===== config.mk =====
export PLATFORM = sky130hd
export DESIGN_NAME = hazard_ctrl_flat
export DESIGN_NICKNAME = d
export VERILOG_FILES = /design/src/rtl/hazard_ctrl_if.sv /design/src/rtl/hazard_ctrl.sv /design/src/flat_wrapper.sv
export SDC_FILE = /design/constraint.sdc
export NUM_CORES = 1
export LEC_CHECK = 0
export CAP_MARGIN = 20
export CORE_MARGIN = 3
export CORE_UTILIZATION = 52
export CTS_CLUSTER_DIAMETER = 200
export CTS_CLUSTER_SIZE = 25
export DETAILED_ROUTE_END_ITERATION = 6
export PLACE_DENSITY = 0.89
export SLEW_MARGIN = 15
export SYNTH_ARGS = -nofsm -noshare
export SYNTH_HDL_FRONTEND = slang
export SYNTH_SLANG_ARGS = --single-unit

===== constraint.sdc =====
create_clock -name i_clk -period 3.53 [get_ports i_clk]
set_input_delay 0.706 -clock i_clk [delete_from_list [all_inputs] [get_ports i_clk]]
set_output_delay 0.706 -clock i_clk [all_outputs]
set_load 0.005 [all_outputs]

===== src/rtl/hazard_ctrl_if.sv =====
// Hazard controller interface.
// Pipeline-side hazard inputs and the sequencing controls sent back.
interface hazard_ctrl_if #(
  parameter int ADDR_W = 5,
  parameter int CNT_W  = 32
);
  logic [ADDR_W-1:0] i_rs1_addr_id;
  logic [ADDR_W-1:0] i_rs2_addr_id;
  logic              i_rs1_used_id;
  logic              i_rs2_used_id;
  logic [ADDR_W-1:0] i_rd_addr_ex;
  logic              i_load_ex;
  logic              i_dmem_req;
  logic              i_dmem_ack;
  logic              i_redirect_ex;
  logic              i_cnt_clr;
  logic              o_stall_front;
  logic              o_bubble_ex;
  logic              o_stall_all;
  logic              o_flush;
  logic [CNT_W-1:0]  o_stall_cnt;

  modport master (
    output i_rs1_addr_id, i_rs2_addr_id,
    output i_rs1_used_id, i_rs2_used_id,
    output i_rd_addr_ex, i_load_ex,
    output i_dmem_req, i_dmem_ack,
    output i_redirect_ex, i_cnt_clr,
    input  o_stall_front, o_bubble_ex,
    input  o_stall_all, o_flush,
    input  o_stall_cnt
  );

  modport slave (
    input  i_rs1_addr_id, i_rs2_addr_id,
    input  i_rs1_used_id, i_rs2_used_id,
    input  i_rd_addr_ex, i_load_ex,
    input  i_dmem_req, i_dmem_ack,
    input  i_redirect_ex, i_cnt_clr,
    output o_stall_front, o_bubble_ex,
    output o_stall_all, o_flush,
    output o_stall_cnt
  );
endinterface


===== src/rtl/hazard_ctrl.sv =====
// Pipeline hazard controller: load-use stall,
// data-memory wait freeze, redirect flush, stall-cycle counter.
module hazard_ctrl #(
  parameter int ADDR_W       = 5,
  parameter int CNT_W        = 32,
  parameter int FLUSH_CYCLES = 2
) (
  input logic        i_clk,
  input logic        i_rst,
  hazard_ctrl_if.slave hz
);

  typedef enum logic [1:0] {
    RUN,
    MEM_WAIT,
    FLUSH
  } state_t;

  localparam int FW = $clog2(FLUSH_CYCLES + 1);
  localparam logic [FW-1:0] FEXTRA = FW'(FLUSH_CYCLES - 1);

  state_t           state_q, state_d;
  logic [FW-1:0]    fcnt_q, fcnt_d;
  logic [CNT_W-1:0] cnt_q, cnt_d;

  logic mem_wait;
  logic flush_pend;
  logic rs1_hit;
  logic rs2_hit;
  logic load_use;
  logic stall_front;
  logic bubble_ex;
  logic stall_all;
  logic flush;

  assign mem_wait = hz.i_dmem_req & ~hz.i_dmem_ack;

  // A flush interrupted by a memory wait keeps its remaining count.
  assign flush_pend = (state_q == FLUSH) ||
                      ((state_q == MEM_WAIT) && (fcnt_q != '0));

  assign rs1_hit = hz.i_rs1_used_id &&
                   (hz.i_rs1_addr_id == hz.i_rd_addr_ex);
  assign rs2_hit = hz.i_rs2_used_id &&
                   (hz.i_rs2_addr_id == hz.i_rd_addr_ex);
  assign load_use = hz.i_load_ex &&
                    (hz.i_rd_addr_ex != '0) &&
                    (rs1_hit || rs2_hit);

  // Next state and controls: mem wait > flush > load-use.
  always_comb begin
    state_d     = RUN;
    fcnt_d      = fcnt_q;
    stall_front = 1'b0;
    bubble_ex   = 1'b0;
    stall_all   = 1'b0;
    flush       = 1'b0;
    if (i_rst) begin
      flush  = 1'b1;
      fcnt_d = '0;
    end else if (mem_wait) begin
      stall_all = 1'b1;
      state_d   = MEM_WAIT;
    end else if (flush_pend) begin
      flush   = 1'b1;
      fcnt_d  = fcnt_q - FW'(1);
      state_d = (fcnt_q == FW'(1)) ? RUN : FLUSH;
    end else if (hz.i_redirect_ex) begin
      flush   = 1'b1;
      fcnt_d  = FEXTRA;
      state_d = (FEXTRA != '0) ? FLUSH : RUN;
    end else if (load_use) begin
      stall_front = 1'b1;
      bubble_ex   = 1'b1;
    end
  end

  // Saturating stall counter; clear wins over increment.
  always_comb begin
    cnt_d = cnt_q;
    if (i_rst || hz.i_cnt_clr)
      cnt_d = '0;
    else if ((stall_front || stall_all) && !(&cnt_q))
      cnt_d = cnt_q + CNT_W'(1);
  end

  // State, flush count and stall counter registers.
  always_ff @(posedge i_clk) begin
    if (i_rst) begin
      state_q <= RUN;
      fcnt_q  <= '0;
      cnt_q   <= '0;
    end else begin
      state_q <= state_d;
      fcnt_q  <= fcnt_d;
      cnt_q   <= cnt_d;
    end
  end

  assign hz.o_stall_front = stall_front;
  assign hz.o_bubble_ex   = bubble_ex;
  assign hz.o_stall_all   = stall_all;
  assign hz.o_flush       = flush;
  assign hz.o_stall_cnt   = i_rst ? '0 : cnt_q;

endmodule


===== src/flat_wrapper.sv =====
// flat-port wrapper written by rule: the top's interface ports become plain ports
module hazard_ctrl_flat 
#(
  parameter int ADDR_W       = 5,
  parameter int CNT_W        = 32,
  parameter int FLUSH_CYCLES = 2
)
  (i_clk, i_rst, hz_i_rs1_addr_id, hz_i_rs2_addr_id, hz_i_rs1_used_id, hz_i_rs2_used_id, hz_i_rd_addr_ex, hz_i_load_ex, hz_i_dmem_req, hz_i_dmem_ack, hz_i_redirect_ex, hz_i_cnt_clr, hz_o_stall_front, hz_o_bubble_ex, hz_o_stall_all, hz_o_flush, hz_o_stall_cnt);
  hazard_ctrl_if #(.ADDR_W(ADDR_W), .CNT_W(CNT_W)) hz_i ();
  input logic i_clk;
  input logic i_rst;
  input wire logic [$bits(hz_i.i_rs1_addr_id)-1:0] hz_i_rs1_addr_id;
  input wire logic [$bits(hz_i.i_rs2_addr_id)-1:0] hz_i_rs2_addr_id;
  input wire logic [$bits(hz_i.i_rs1_used_id)-1:0] hz_i_rs1_used_id;
  input wire logic [$bits(hz_i.i_rs2_used_id)-1:0] hz_i_rs2_used_id;
  input wire logic [$bits(hz_i.i_rd_addr_ex)-1:0] hz_i_rd_addr_ex;
  input wire logic [$bits(hz_i.i_load_ex)-1:0] hz_i_load_ex;
  input wire logic [$bits(hz_i.i_dmem_req)-1:0] hz_i_dmem_req;
  input wire logic [$bits(hz_i.i_dmem_ack)-1:0] hz_i_dmem_ack;
  input wire logic [$bits(hz_i.i_redirect_ex)-1:0] hz_i_redirect_ex;
  input wire logic [$bits(hz_i.i_cnt_clr)-1:0] hz_i_cnt_clr;
  output wire logic [$bits(hz_i.o_stall_front)-1:0] hz_o_stall_front;
  output wire logic [$bits(hz_i.o_bubble_ex)-1:0] hz_o_bubble_ex;
  output wire logic [$bits(hz_i.o_stall_all)-1:0] hz_o_stall_all;
  output wire logic [$bits(hz_i.o_flush)-1:0] hz_o_flush;
  output wire logic [$bits(hz_i.o_stall_cnt)-1:0] hz_o_stall_cnt;
  assign hz_i.i_rs1_addr_id = hz_i_rs1_addr_id;
  assign hz_i.i_rs2_addr_id = hz_i_rs2_addr_id;
  assign hz_i.i_rs1_used_id = hz_i_rs1_used_id;
  assign hz_i.i_rs2_used_id = hz_i_rs2_used_id;
  assign hz_i.i_rd_addr_ex = hz_i_rd_addr_ex;
  assign hz_i.i_load_ex = hz_i_load_ex;
  assign hz_i.i_dmem_req = hz_i_dmem_req;
  assign hz_i.i_dmem_ack = hz_i_dmem_ack;
  assign hz_i.i_redirect_ex = hz_i_redirect_ex;
  assign hz_i.i_cnt_clr = hz_i_cnt_clr;
  assign hz_o_stall_front = hz_i.o_stall_front;
  assign hz_o_bubble_ex = hz_i.o_bubble_ex;
  assign hz_o_stall_all = hz_i.o_stall_all;
  assign hz_o_flush = hz_i.o_flush;
  assign hz_o_stall_cnt = hz_i.o_stall_cnt;
  hazard_ctrl #(.ADDR_W(ADDR_W), .CNT_W(CNT_W), .FLUSH_CYCLES(FLUSH_CYCLES)) u_core (.i_clk(i_clk), .i_rst(i_rst), .hz(hz_i));
endmodule

[After elaboration in Yosys (flattened, before gate mapping)]
Cells that the tools add are included.
Word-level totals
  register bits: 36
  input port bits: 24
  output and inout bits: 36
  logic and storage cells: 50
Cells by class
  add/sub/neg operators: 2
  equal/unequal tests: 5
  mux-type cells: 18
  bitwise gates (word level): 3
  reductions and logical operators: 18
Operators with widths (count)
  32-bit by 1-bit adder with 32-bit output (second input constant): 1
  32-bit two-way mux: 1
  32-bit AND reduction: 1
  1-bit two-way mux: 12
  5-bit equality test: 2
  2-bit two-way mux: 5
  1-bit logical AND: 6
  5-bit nonzero test: 1
  2-bit by 1-bit equality test with 1-bit output (second input constant): 2
  1-bit logical OR: 4
  2-bit nonzero test: 2
  2-bit OR reduction: 2
  2-bit equality test (second input constant): 1
  1-bit inverter: 2
  2-bit AND reduction: 1
  2-bit by 1-bit subtractor with 2-bit output (second input constant): 1
  1-bit bitwise AND: 1
  1-bit logical NOT: 1

[Longest topological paths before layout]
Gate-level depths: netlist (run 1).
  depth in word-level cells: 11
  mapped depth: 10
  mapped depth without buffers: 8

[Worst setup path after synthesis (run 1)]
Ideal clock, no wire load.
  path kind: in2out
  start: input hz_i_rd_addr_ex[1]
  end: output hz_o_stall_front
  arrival time: 1.749 ns
  data required time: 2.824 ns
  path slack: 1.075 ns
  cell stages on the path: 6
  path buffers: 1
  path through: or4_1 o21ai_0 nor2_1 nand2_1 nor3_1 buf_4
Between the ends
  longest elaborated chain between the ends: 9
  elaborated cells between the ends (all ways): 13
  those cells by class: eq/ne: 2; mux: 5; reduce/logical: 6
RTL lines
  start: declaration: line flat_wrapper.sv:16  | input wire logic [$bits(hz_i.i_rd_addr_ex)-1:0] hz_i_rd_addr_ex;
  5-bit equality test, on equally long branches: line hazard_ctrl.sv:43, hazard_ctrl.sv:45
  1-bit logical AND, on equally long branches: line hazard_ctrl.sv:42, hazard_ctrl.sv:44
  1-bit logical OR: line hazard_ctrl.sv:48  | (rs1_hit || rs2_hit);
  1-bit logical AND *: line hazard_ctrl.sv:47  | (hz.i_rd_addr_ex != '0) &&
  1-bit two-way mux * (5 in a row)
  end: declaration: line flat_wrapper.sv:22  | output wire logic [$bits(hz_i.o_stall_front)-1:0] hz_o_stall_front;
Mark *: on every way between the ends. The rest lies on a longest branch, timed or not.

[Worst setup path after layout (run 1)]
  start: input hz_i_rd_addr_ex[1]
  end: output hz_o_bubble_ex
Between the ends
  longest elaborated chain between the ends: 9
  elaborated cells between the ends (all ways): 13
  those cells by class: eq/ne: 2; mux: 5; reduce/logical: 6
RTL lines
  5-bit equality test, on equally long branches: line hazard_ctrl.sv:43, hazard_ctrl.sv:45
  1-bit logical AND, on equally long branches: line hazard_ctrl.sv:42, hazard_ctrl.sv:44
  1-bit logical OR: line hazard_ctrl.sv:48
  1-bit logical AND *: line hazard_ctrl.sv:47
  1-bit two-way mux *: line hazard_ctrl.sv:72  | end else if (load_use) begin
  1-bit two-way mux *: line hazard_ctrl.sv:68  | end else if (hz.i_redirect_ex) begin
  1-bit two-way mux *: line hazard_ctrl.sv:64  | end else if (flush_pend) begin
  1-bit two-way mux *: line hazard_ctrl.sv:61  | end else if (mem_wait) begin
  1-bit two-way mux *: line hazard_ctrl.sv:58  | if (i_rst) begin
  end: declaration: line flat_wrapper.sv:23  | output wire logic [$bits(hz_i.o_bubble_ex)-1:0] hz_o_bubble_ex;
Marks and branches as above.

==> results of run 1 <==
## layer usage
metal | track usage (%) | vias to the layer above
met5 | 0 | -
met4 | 5.637 | 0
met3 | 4.628 | 6
met2 | 41.02 | 79
met1 | 27.14 | 1052
li1 | - | 1141
## registers in the layout (all words and copies together), names as in the netlist
| signal | cells |
|---|---|
| u_core.cnt_q | 32 |
| u_core.fcnt_q | 2 |
| u_core.state_q | 2 |
## path summary, 6_finish.rpt
check | startpoint | to | depth (start not counted)
max | hz_i_rd_addr_ex[1] | hz_o_bubble_ex | 7
max reg2reg | u_core.cnt_q[0]$_SDFFE_PP0P_ | u_core.cnt_q[19]$_SDFFE_PP0P_ | 8
min reg2reg | u_core.cnt_q[20]$_SDFFE_PP0P_ | u_core.cnt_q[20]$_SDFFE_PP0P_ | 2
min | u_core.cnt_q[20]$_SDFFE_PP0P_ | u_core.cnt_q[20]$_SDFFE_PP0P_ | 2
## cell usage after synthesis
library cell,n,area (µm²)
a2111oi_0,1,8.760
a21oi_1,25,125.1
and2_1,1,6.260
and2_4,1,8.760
and3_1,3,18.77
buf_2,4,20.02
buf_4,2,15.01
clkbuf_1,9,33.78
dfxtp_1,36,720.7
ha_1,3,37.54
inv_1,5,18.77
mux2i_1,4,40.04
nand2_1,28,105.1
nand2b_1,3,18.77
nand3_1,7,35.03
nand3_2,1,10.01
nand3_4,1,17.52
nand4_1,9,56.30
nand4_2,1,12.51
nand4b_1,1,8.760
nor2_1,19,71.32
nor2b_1,32,200.2
nor3_1,2,10.01
nor4_1,6,37.54
nor4_4,1,21.27
o211ai_1,2,15.01
o21a_1,4,30.03
o21ai_0,8,40.04
o21ai_1,3,15.01
o221ai_1,1,8.760
o22ai_1,1,6.260
o31a_1,4,35.03
o31ai_1,14,105.1
or2_2,1,6.260
or3_1,11,68.82
or4_1,17,127.6
xnor2_1,10,87.58
xor2_1,1,8.760
## per-stage QoR
stage	power, mW	area (µm²)	utilization, %	hold slack [ns]
after CTS	0.8733	2948	72.65	0.4893
final	0.8676	2948	72.65	0.4879
after detailed placement	0.5149	2836	69.90	0.4770
after global placement	0.5129	2836	69.90	0.4697
after floorplan	0.4687	2212	-	0.4519
after global routing	0.8990	2948	72.65	0.5185
## cells by family after synthesis
logic type	after synthesis	share of synthesized area, %
AO/OA/AOI/OAI	63	17.59
XOR/XNOR	11	4.355
adder cells (fa/ha/maj)	3	1.697
buffers and inverters	20	3.959
flip-flops	36	32.58
multiplexers	4	1.810
AND/OR/NAND/NOR	145	38.01
## cells in the final DEF, fill, tap and decap left out, types with 2 or more instances in the layout
master            n
o21ai_0           8
xnor2_1          10
nand2b_1          3
o211ai_1          2
nor3_1            2
clkbuf_8          5
or4_1            17
clkdlybuf4s50_1  59
a21oi_1          25
o31a_1            4
nor4_1            6
inv_1             5
mux2i_1           4
and3_1            3
nor2_1           19
or3_1            11
dfxtp_1          36
nand3_1           7
o21a_1            4
o21ai_1           3
o31ai_1          14
buf_12            2
nand2_1          28
nand4_1           9
nor2b_1          32
ha_1              3
## worst reg2reg max path: cells and delay by family, from the launching register on
family	cells	cell delay [ns]
AO/OA/AOI/OAI	1	0.15
flip-flops	1	0.35
AND/OR/NAND/NOR	5	1.44
adder cells (fa/ha/maj)	1	0.24
buffers and inverters	1	0.24
## area by class of cell
| type | instances | share of cell area, % |
|---|---|---|
| Clock buffer | 5 | 2.334 |
| Clock inverter | 3 | 1.443 |
| Tap cell | 50 | 2.122 |
| Timing Repair Buffer | 61 | 21.39 |
| Inverter | 5 | 0.6367 |
| Sequential cell | 36 | 24.45 |
| Multi-Input combinational cell | 226 | 47.62 |
## power by group through the flow
stage | Clock [mW] | Sequential (mW) | Combinational [mW]
after detailed placement | 0 | 0.422 | 0.0933
after global placement | 0 | 0.421 | 0.0915
after floorplan | 0 | 0.421 | 0.0476
final | 0.363 | 0.412 | 0.0926
after global routing | 0.383 | 0.412 | 0.104
after CTS | 0.367 | 0.412 | 0.0937
==> flow_summary.json, run 1 <==
{
  "status": "finished clean",
  "syn_area_per_cell_um2": 7.844,
  "maxCapViolCount": 0,
  "synth_fp_nets": 309,
  "clk_latency_ns": 0.29,
  "grt_pass1_vias": 2210,
  "grt_pass1_wl_um": 9487,
  "die_w_um": 71.23,
  "io_pins": 60,
  "wl_met1_um": 2381,
  "cts_sinks": 36,
  "synth-seq-area-share_pct": 32.58,
  "drive_above_1_share_pct": 4.762,
  "vias_per_cell": 5.902,
  "seqPwrFrac_pct": 47.5,
  "cts.repair.resized": 0,
  "grt_start_max_net_pins": 53,
  "combPwrFrac_pct": 10.7,
  "r2r_setup_slack_ns": 1.04,
  "ys_ff_latch": 36,
  "fmaxAchievable_mhz": 299.7,
  "dr_wl_met2_um": 2780,
  "antenna_cells": 0,
  "report.final.slew_viol_count": 0,
  "period_share_pct": 94.53,
  "worst_clock_skew_ns": 0.004069,
  "routed-via-count": 2278,
  "multi_input_area_um2": 1404,
  "hold_class": "reg -> reg",
  "drc": 0,
  "gp_congestion": 0.8174,
  "ys_types": 38,
  "h-tree-depth": 2,
  "cp_slowest_cell": "or4_1",
  "worstPathCellList": "clkdlybuf4s50_1, or4_1, o21ai_0, nor2_1, nand2_1, nor3_1, clkdlybuf4s50_1",
  "preCtsSetupSlack_ns": 0.2022,
  "dp_cells": 378,
  "ir_drop_uv": 258.1,
  "clock_path_buffers": 2,
  "p_int_mw": 0.6659,
  "p_sw_mw": 0.2017,
  "max_slew_margin_pct": 59.88,
  "worst_slack_ns": 0.1932,
  "crit_path_start_kind": "input port",
  "ctsHoldBuffers": 0,
  "ant_nets": 0,
  "drt_iter0_markers": 182,
  "fin_cells": 386,
  "rsz0062_at_grt": "false",
  "crit_path_max_incr_delay_ns": 0.55,
  "cpLargestDelayFamily": "buffers and inverters",
  "portBuffers": 59,
  "die_h_um": 71.23,
  "period_minus_slack_ns": 3.337,
  "worst_pin_slew_ns": 0.5997,
  "path_clk_slew_ns": 0.07,
  "grt_usage_pct": 22.62,
  "swShare_pct": 23.25,
  "powerDensity_nw_per_um2": 294.3,
  "drt_wl_total_um": 5583,
  "wl_met3_um": 364,
  "num-fill-cells": 346,
  "crit_path_frequent_cell": "clkdlybuf4s50_1",
  "cp_max_fo": 3,
  "dieArea_um2": 5073,
  "wl_per_cell_um": 14.46,
  "setup_viol": 0,
  "numCtsBuffers": 5,
  "placementRows": 23,
  "syn_to_final_growth_pct": 33.26,
  "hold_viol": 0,
  "leakage_nw": 0.9070,
  "ys_warn_count": 0,
  "fin_nets": 362,
  "place_hpwl_um": 3932,
  "cts_setup_buffers": 0,
  "highest-signal-layer": "met4",
  "regArea_um2": 720.7,
  "path_buf_inv": 2,
  "arrival_ns": 2.63,
  "netlist_area_um2": 2212,
  "root_buffer": "clkbuf_8",
  "initial_core_util_pct": 54.52,
  "clock_power_share_pct": 41.8,
  "cts_tree": "built",
  "drt_pre_antenna_iters": 6,
  "synthCells": 282,
  "overflow": 0,
  "path_class": "in -> out",
  "core_um2": 4058,
  "end_kind": "primary output",
  "worstPathRequired_ns": 2.82,
  "antenna_found_initial": 0,
  "setup-tns-final_ns": 0
}
Power figures use the tool's default switching activity.
==> run 2: changes to the inputs <==
- CORE_UTILIZATION: 52 -> 48
- CTS_CLUSTER_DIAMETER: 200 -> unset
- PLACE_DENSITY: 0.89 -> 0.84
- clock period: 3.53 -> 3.8 ns (I/O delays scaled with it)
==> run 2 against run 1 <==
Sequential power is 7.0% lower. Sequential share of layout area up 0.062 points. Critical endpoint unchanged. Cell count rose by 0.52%. Non-clock buffer count is the same. Cell area fell by 0.25%. Utilization shrank 6.0 points. Die area rose by 7.6%. Clock-buffer cell count is 2 higher. Via count shrank 1.1%. Clock skew decreased by 0.0016 ns. Register-to-register slack better by 0.29 ns. Sequential cell count stayed put.
==> flow_summary.json, run 2 (synthesis results as in run 1) <==
{
  "fmaxAchievable_mhz": 286.3,
  "final_common_cell": "clkdlybuf4s50_1",
  "status": "finished clean",
  "period_share_pct": 91.92,
  "dieArea_um2": 5459,
  "arrival_ns": 2.73,
  "cp_max_fo": 3,
  "period_minus_slack_ns": 3.493,
  "portBuffers": 59,
  "combPwrFrac_pct": 10.1,
  "p_int_mw": 0.6539,
  "ctsHoldBuffers": 0,
  "grt_start_max_net_pins": 53,
  "antenna_cells": 0,
  "num-fill-cells": 388,
  "end_kind": "primary output",
  "cts_setup_buffers": 0,
  "rsz0062_at_grt": "false",
  "root_buffer": "clkbuf_8",
  "die_h_um": 73.89,
  "setup-tns-final_ns": 0,
  "worst_clock_skew_ns": 0.002492,
  "gp_congestion": 0.7710,
  "seqPwrFrac_pct": 46.2,
  "whs_ns": 0.4966,
  "overflow": 0,
  "clk_latency_ns": 0.28,
  "drt_wl_total_um": 5461,
  "worstPathRequired_ns": 3.04,
  "preCtsSetupSlack_ns": 0.2980,
  "cts_tree": "built",
  "leakage_nw": 0.9064,
  "syn_to_final_growth_pct": 32.92,
  "place_hpwl_um": 3776,
  "grt_pass1_wl_um": 9039,
  "hold_class": "reg -> reg",
  "path_class": "in -> out",
  "initial_core_util_pct": 50.11,
  "path_clk_slew_ns": 0.07,
  "powerDensity_nw_per_um2": 282.2,
  "wl_per_cell_um": 14.07,
  "max_slew_margin_pct": 59.90,
  "vias_per_cell": 5.807,
  "grt_usage_pct": 20.69,
  "p_sw_mw": 0.1759,
  "cts.repair.resized": 0,
  "maxCapViolCount": 0,
  "drc": 0,
  "worst_pin_slew_ns": 0.5993,
  "h-tree-depth": 2,
  "die_w_um": 73.89,
  "power_mw": 0.8298,
  "setup_viol": 0,
  "cts_sinks": 36,
  "largest_reg_flops": 32,
  "hold_viol": 0,
  "regMostFlops": "u_core.cnt_q",
  "routed-via-count": 2253,
  "drt_pre_antenna_iters": 4,
  "crit_path_start_kind": "input port",
  "numCtsBuffers": 5,
  "grt_pass1_vias": 2058,
  "placementRows": 24,
  "report.final.slew_viol_count": 0,
  "drt_iter0_markers": 112,
  "fin_nets": 362,
  "core_um2": 4414,
  "reg_top3": "u_core.cnt_q (32), u_core.fcnt_q (2), u_core.state_q (2)",
  "clock_path_buffers": 2,
  "clock_power_share_pct": 43.7,
  "ant_nets": 0,
  "swShare_pct": 21.20,
  "ir_drop_uv": 203.4,
  "drive_above_1_share_pct": 4.762,
  "io_pins": 60,
  "antenna_found_initial": 0,
  "layout_common_cells": "59 x clkdlybuf4s50_1, 36 x dfxtp_1, 32 x nor2b_1",
  "worst_slack_ns": 0.3069
}
run 2: worst paths after layout:
kind	cells past startpoint	slack, ns	start	end
worst max-delay path	7	0.31	hz_i_rd_addr_ex[1]	hz_o_bubble_ex
worst min-delay path	2	0.50	u_core.fcnt_q[1]$_SDFFE_PP0P_	u_core.fcnt_q[1]$_SDFFE_PP0P_
worst max register to register	8	1.33	u_core.cnt_q[0]$_SDFFE_PP0P_	u_core.cnt_q[23]$_SDFFE_PP0P_
worst min register to register	2	0.50	u_core.fcnt_q[1]$_SDFFE_PP0P_	u_core.fcnt_q[1]$_SDFFE_PP0P_
run 2: per-stage QoR:
| step | cell area (µm²) | cells | utilization, % |
|---|---|---|---|
| 3_5_place_dp | 2814 | 380 | 63.75 |
| 2_1_floorplan | 2212 | 282 | - |
| 4_1_cts | 2940 | 388 | 66.61 |
| 3_3_place_gp | 2814 | 380 | 63.75 |
| 6_report | 2940 | 388 | 66.61 |
| 5_1_grt | 2940 | 388 | 66.61 |
run 2: layout make-up:
type	instances	area (µm²)	area share, %
well taps	52	65.06	2.213
inverters	5	18.77	0.6383
clock buffers	7	96.34	3.277
repair buffers	61	605.6	20.60
clock inverters	1	30.03	1.021
multi-input cells	226	1404	47.74
flip-flops and latches	36	720.7	24.51
run 2: power by group through the flow:
stage | clock network (mW) | logic [mW] | registers [mW]
2_1_floorplan | 0 | 0.0442 | 0.391
3_3_place_gp | 0 | 0.0818 | 0.391
3_5_place_dp | 0 | 0.0844 | 0.392
4_1_cts | 0.369 | 0.0851 | 0.383
5_1_grt | 0.385 | 0.0941 | 0.383
6_report | 0.362 | 0.0841 | 0.383
run 2: critical path: stages:
cell	delay [ns]
clkdlybuf4s50_1	0.47
or4_1	0.52
o21ai_0	0.28
nor2_1	0.09
nand2_1	0.09
nor3_1	0.05
clkdlybuf4s50_1	0.47
run 2: per-layer routing:
layer	global-route usage, %	up-vias	wire, µm
met1	25.83	1044	2421
met4	4.225	0	44
met2	36.02	69	2642
met3	4.925	5	353
li1	-	1135	-
met5	0	-	0
